--- config.mk ---
export PLATFORM = sky130hd
export DESIGN_NAME = mac_sm_normalize
export DESIGN_NICKNAME = d
export VERILOG_FILES = /design/src/rtl/mac_sm_normalize.sv
export SDC_FILE = /design/constraint.sdc
export NUM_CORES = 1
export LEC_CHECK = 0
export CORE_UTILIZATION = 40
export CTS_BUF_LIST = sky130_fd_sc_hd__clkbuf_4
export CTS_CLUSTER_SIZE = 16
export DETAILED_ROUTE_END_ITERATION = 12
export GPL_TIMING_DRIVEN = 0
export HOLD_SLACK_MARGIN = 0.08
export PLACE_DENSITY = 0.67
export SYNTH_ARGS = -nofsm -noshare
export SYNTH_HDL_FRONTEND = slang
export SYNTH_SLANG_ARGS = --single-unit
--- constraint.sdc ---
create_clock -name i_clk -period 5.7 [get_ports i_clk]
set_clock_uncertainty 0.2 [all_clocks]
set_input_delay 1.71 -clock i_clk [delete_from_list [all_inputs] [get_ports i_clk]]
set_output_delay 1.71 -clock i_clk [all_outputs]
set_load 0.05 [all_outputs]
--- src/rtl/mac_sm_normalize.sv ---
// mac_sm_normalize: two's-complement to sign-magnitude conversion with mantissa normalization, 2-stage valid/ready pipeline
module mac_sm_normalize #(
    parameter int IN_WIDTH   = 24,
    parameter int MANT_WIDTH = 10,
    parameter int EXP_WIDTH  = 6
) (
    input  logic                 i_clk,
    input  logic                 i_reset,
    input  logic                 i_valid,
    output logic                 o_ready,
    input  logic [IN_WIDTH-1:0]  i_data,
    input  logic [EXP_WIDTH-1:0] i_exp,
    output logic                 o_valid,
    input  logic                 i_ready,
    output logic                 o_sign,
    output logic [MANT_WIDTH-1:0] o_mant,
    output logic [EXP_WIDTH-1:0] o_exp,
    output logic                 o_zero,
    output logic                 o_inexact,
    output logic                 o_exp_sat
);
    localparam int PW = $clog2(IN_WIDTH) + 1;
    localparam int EW = EXP_WIDTH + PW + 2;
    localparam logic [IN_WIDTH-1:0] LOW_MASK = {IN_WIDTH{1'b1}} >> MANT_WIDTH;
    localparam logic signed [EW-1:0] EMAX = EW'((1 << (EXP_WIDTH-1)) - 1);
    localparam logic signed [EW-1:0] EMIN = ~EMAX;

    logic                 s1_valid, s1_sign;
    logic [IN_WIDTH-1:0]  s1_mag;
    logic [EXP_WIDTH-1:0] s1_exp;
    logic                 s2_load, in_sign, zero, sat_hi, sat_lo;
    logic [IN_WIDTH-1:0]  in_mag, norm;
    logic [PW-1:0]        p;
    logic signed [EW-1:0] te;
    logic [EXP_WIDTH-1:0] exp_out;

    assign s2_load = !o_valid || i_ready;
    assign o_ready = !s1_valid || s2_load;
    assign in_sign = i_data[IN_WIDTH-1];
    assign in_mag  = in_sign ? ~i_data + IN_WIDTH'(1) : i_data;

    always_comb begin
        p = '0;
        for (int i = 0; i < IN_WIDTH; i++) p = s1_mag[i] ? PW'(i) : p;
        norm    = s1_mag << (PW'(IN_WIDTH-1) - p);
        zero    = s1_mag == '0;
        // guard bits keep the true exponent from wrapping before the clamp check
        te      = EW'($signed(s1_exp)) + EW'(p) - EW'(MANT_WIDTH-1);
        sat_hi  = !zero && te > EMAX;
        sat_lo  = !zero && te < EMIN;
        exp_out = zero ? '0 :
                  sat_hi ? {1'b0, {(EXP_WIDTH-1){1'b1}}} :
                  sat_lo ? {1'b1, {(EXP_WIDTH-1){1'b0}}} : te[EXP_WIDTH-1:0];
    end

    always_ff @(posedge i_clk or posedge i_reset) begin
        if (i_reset) begin
            s1_valid <= 1'b0;
            s1_sign  <= 1'b0;
            s1_mag   <= '0;
            s1_exp   <= '0;
        end else if (o_ready) begin
            s1_valid <= i_valid;
            if (i_valid) begin
                s1_sign <= in_sign;
                s1_mag  <= in_mag;
                s1_exp  <= i_exp;
            end
        end
    end

    always_ff @(posedge i_clk or posedge i_reset) begin
        if (i_reset) begin
            o_valid   <= 1'b0;
            o_sign    <= 1'b0;
            o_mant    <= '0;
            o_exp     <= '0;
            o_zero    <= 1'b0;
            o_inexact <= 1'b0;
            o_exp_sat <= 1'b0;
        end else if (s2_load) begin
            o_valid <= s1_valid;
            if (s1_valid) begin
                o_sign    <= s1_sign && !zero;
                o_mant    <= norm[IN_WIDTH-1 -: MANT_WIDTH];
                o_exp     <= exp_out;
                o_zero    <= zero;
                o_inexact <= |(norm & LOW_MASK);
                o_exp_sat <= sat_hi || sat_lo;
            end
        end
    end
endmodule

==> results.py <==
metrics = {
    "run_status": {
        "status": "completed",
    },
    "drt": {
        "vias_per_cell": 5.91,
        "post-route-drc-count": 0,
        "vias": 4268,
        "wirelength_um": 12700,
        "ant_nets": 0,
        "wl_per_cell_um": 17.6,
        "drtIter0Drc": 366,
        "firstDrtPassIters": 6,
    },
    "run": {
        "maxCapViolations": 0,
    },
    "worst_hold_path": {
        "worstHoldStart": "o_exp[5]",
        "holdPathEnd": "o_exp[5]",
        "hold_class": "reg -> reg",
        "worstHoldPathCells": 1,
    },
    "sta": {
        "hold_viol": 0,
        "worstMarginPinSlew_ps": 1060,
        "finalCriticalPeriod_ps": 5200,
        "setup_viol": 0,
        "max_slew_margin_pct": 27.8,
        "fmax_mhz": 192,
        "rsz0062_at_grt": "false",
        "fin_ws_ps": 496,
        "drv_slew": 0,
        "fin_tns_setup_ps": 0,
        "fin_crit_sh_pct": 91.3,
    },
    "die": {
        "fp.dieW_um": 106,
        "die_area_um2": 11200,
        "core_um2": 10400,
        "rows": 37,
        "io_pins": 56,
        "initial_core_util_pct": 41.5,
        "die_h_um": 106,
    },
    "yosys": {
        "syn-cell-area_um2": 4320,
        "ys_warn_count": 0,
        "synth_top_area_share_pct": 30.7,
        "ys_ff_latch": 53,
        "synthCells": 521,
        "yosys_most_used_dff": "dfrtp_1",
        "async_flop_share_pct": 100,
        "ys_types": 73,
        "synth_edf_count": 0,
        "avgSynthCellArea_um2": 8.30,
        "syn_nets": 568,
        "synth_top_cell_by_area": "dfrtp_1",
        "synth_area_leaders": "dfrtp_1 31%, nand2_1 5.3%, o21ai_0 4.9%",
        "seq_area_frac_synth_pct": 30.7,
    },
    "final_layout": {
        "fillers": 1057,
        "drive_above_1_share_pct": 9.40,
        "multi_input_area_um2": 2700,
        "seq_area_um2": 1330,
        "area_delta_synth_final_pct": 19.2,
        "fin_nets": 631,
    },
    "cts": {
        "cts_resized": 0,
        "cts_setup_buffers": 0,
        "cts-hold-fix-buffers": 0,
        "cts-root-buf": "clkbuf_4",
        "cts.sinks": 53,
        "clkSlewWorstSetupHoldPaths_ps": 170,
        "cts_buffer_depth": 2,
        "cts_tree": "yes",
        "htree_levels": 2,
        "cts_buffers": 5,
        "clk_latency_ps": 390,
    },
    "worst_setup_path": {
        "critPathKind": "reg -> reg",
        "r2r_cells": 15,
        "start_kind": "flip-flop",
        "reg2reg_from": "s1_mag[10]",
        "r2r_slack_ps": 500,
        "worstPathRequired_ps": 5810,
        "critPathMaxFanout": 10,
        "cp-end-kind": "flip-flop",
        "r2r_end": "o_exp[3]",
        "worstPathArrival_ps": 5310,
    },
    "place": {
        "dp_slack_ps": 615,
        "dp_hpwl_um": 10000,
        "place.gp.congestion": 0.961,
        "portBuffers": 55,
    },
    "global_routing": {
        "grt_antenna_before_repair": 1,
        "grt_pass1_vias": 4019,
        "grt_pass1_wl_um": 20600,
        "grt_max_degree": 33,
        "track_usage_pct": 23.3,
        "grt_overflow": 0,
    },
    "power_and_ir_drop": {
        "power.total_mw": 1.97,
        "p_leak_nw": 2.14,
        "ir_drop_v": 0.000271,
        "p_per_area_nw_per_um2": 383,
    },
}
worst max-delay path by stage:
stage,start,endpoint,slack (ps)
global placement,i_ready,o_ready,650
detailed placement,s1_mag[10],o_exp[3],620
floorplan,s1_mag[5],o_exp[3],1430
finish,s1_mag[10],o_exp[3],500
CTS,s1_mag[10],o_exp[3],570
global route,s1_mag[10],o_exp[3],170
layout make-up:
type | instances | area share, %
well taps | 136 | 3.30
inverters | 31 | 2.31
clock buffers | 5 | 0.729
repair buffers | 56 | 11.1
plain buffers | 35 | 3.52
clock inverters | 3 | 0.947
diodes | 1 | 0.0486
multi-input cells | 402 | 52.3
flip-flops and latches | 53 | 25.7
flip-flops by register name, summed over array words and instances, names as in the netlist:
signal / flops
o_exp: 6
o_exp_sat: 1
o_inexact: 1
o_mant: 10
o_sign: 1
o_valid: 1
o_zero: 1
s1_exp: 6
s1_mag: 24
s1_sign: 1
s1_valid: 1
stage by stage:
| step | hold slack [ps] | instances | area [um2] | utilization, % |
|---|---|---|---|---|
| floorplan | 257 | 521 | 4320 | - |
| CTS | 303 | 721 | 5150 | 49.4 |
| global placement | 265 | 712 | 5040 | 48.4 |
| detailed placement | 266 | 713 | 5060 | 48.6 |
| finish | 295 | 722 | 5150 | 49.5 |
| global route | 321 | 722 | 5150 | 49.5 |
cells in the final DEF, fill, tap and decap left out, drive strengths merged, types with 4 or more instances in the layout:
cell type       n
a2111oi         6
a211oi         20
a21o            6
a21oi          30
a221o           4
a22o            5
a22oi           4
a31oi           4
and3            7
buf            19
clkbuf         22
clkdlybuf4s50  55
dfrtp          53
ha             12
inv            32
mux2           12
mux2i          15
nand2          61
nand2b          8
nand3           8
nor2           33
nor2b           5
nor3           12
nor4            8
o211ai          5
o21ai          48
o221ai          5
o31ai           9
o41ai           5
or4             6
xor2           20
metal layers:
metal | share of wire [%] | GRT usage (%) | wire length [um] | vias to the layer above
met3 | 6.3 | 2.76 | 803 | 25
met5 | 0 | 0 | 0 | -
li1 | - | - | - | 2065
met1 | 44 | 30.1 | 5570 | 1991
met2 | 48 | 40.7 | 6070 | 187
met4 | 2.1 | 7.34 | 265 | 0
cells in the mapped netlist (5+ instances only):
cell type and instances:
o21ai_0 42, nand3_1 8, nor4_1 7, a211oi_1 20, mux2_2 12, a2111oi_0 5
o221ai_1 5, o31ai_1 8, a21o_1 6, nor2b_1 5, nand2_1 61, buf_2 12
or4_1 6, mux2i_1 15, nor2_1 33, inv_1 29, nor3_1 12, a22o_1 5
o211ai_1 5, and3_1 7, o41ai_1 5, dfrtp_1 53, xor2_1 20, ha_1 12
nand2b_1 8, clkbuf_1 16, a21oi_1 29
logic make-up (layout without fill, tap and decap cells):
| family | count (synthesis) | after routing | synth area share [%] |
|---|---|---|---|
| DFF | 53 | 53 | 30.7 |
| muxes | 27 | 27 | 6.60 |
| buffers and inverters | 66 | 130 | 6.95 |
| xor gates and xnor gates | 23 | 23 | 4.66 |
| adders and majority gates | 14 | 14 | 4.20 |
| and+or+nand+nor | 164 | 164 | 18.7 |
| AOI/OAI and AO/OA | 174 | 174 | 28.2 |
| other | 0 | 1 | 0 |
critical path: stages, from the launching register on:
cell and delay (ps):
dfrtp_1 400, clkbuf_1 230, nor4_1 460, a21oi_1 120
o21ai_1 360, inv_1 120, buf_2 210, buf_1 290
ha_1 370, inv_1 70, fa_1 460, a21o_1 210
a21o_1 210, a2111oi_0 900, o21ai_0 250, a22o_1 250
power by group:
| group | switching (mW) | total (mW) | internal (mW) |
|---|---|---|---|
| Sequential | 0.0723 | 0.538 | 0.466 |
| Combinational | 0.758 | 1.21 | 0.450 |
| Clock | 0.133 | 0.228 | 0.0953 |
| Total | 0.963 | 1.97 | 1.01 |
No activity file was read; power rests on OpenSTA's default activity.
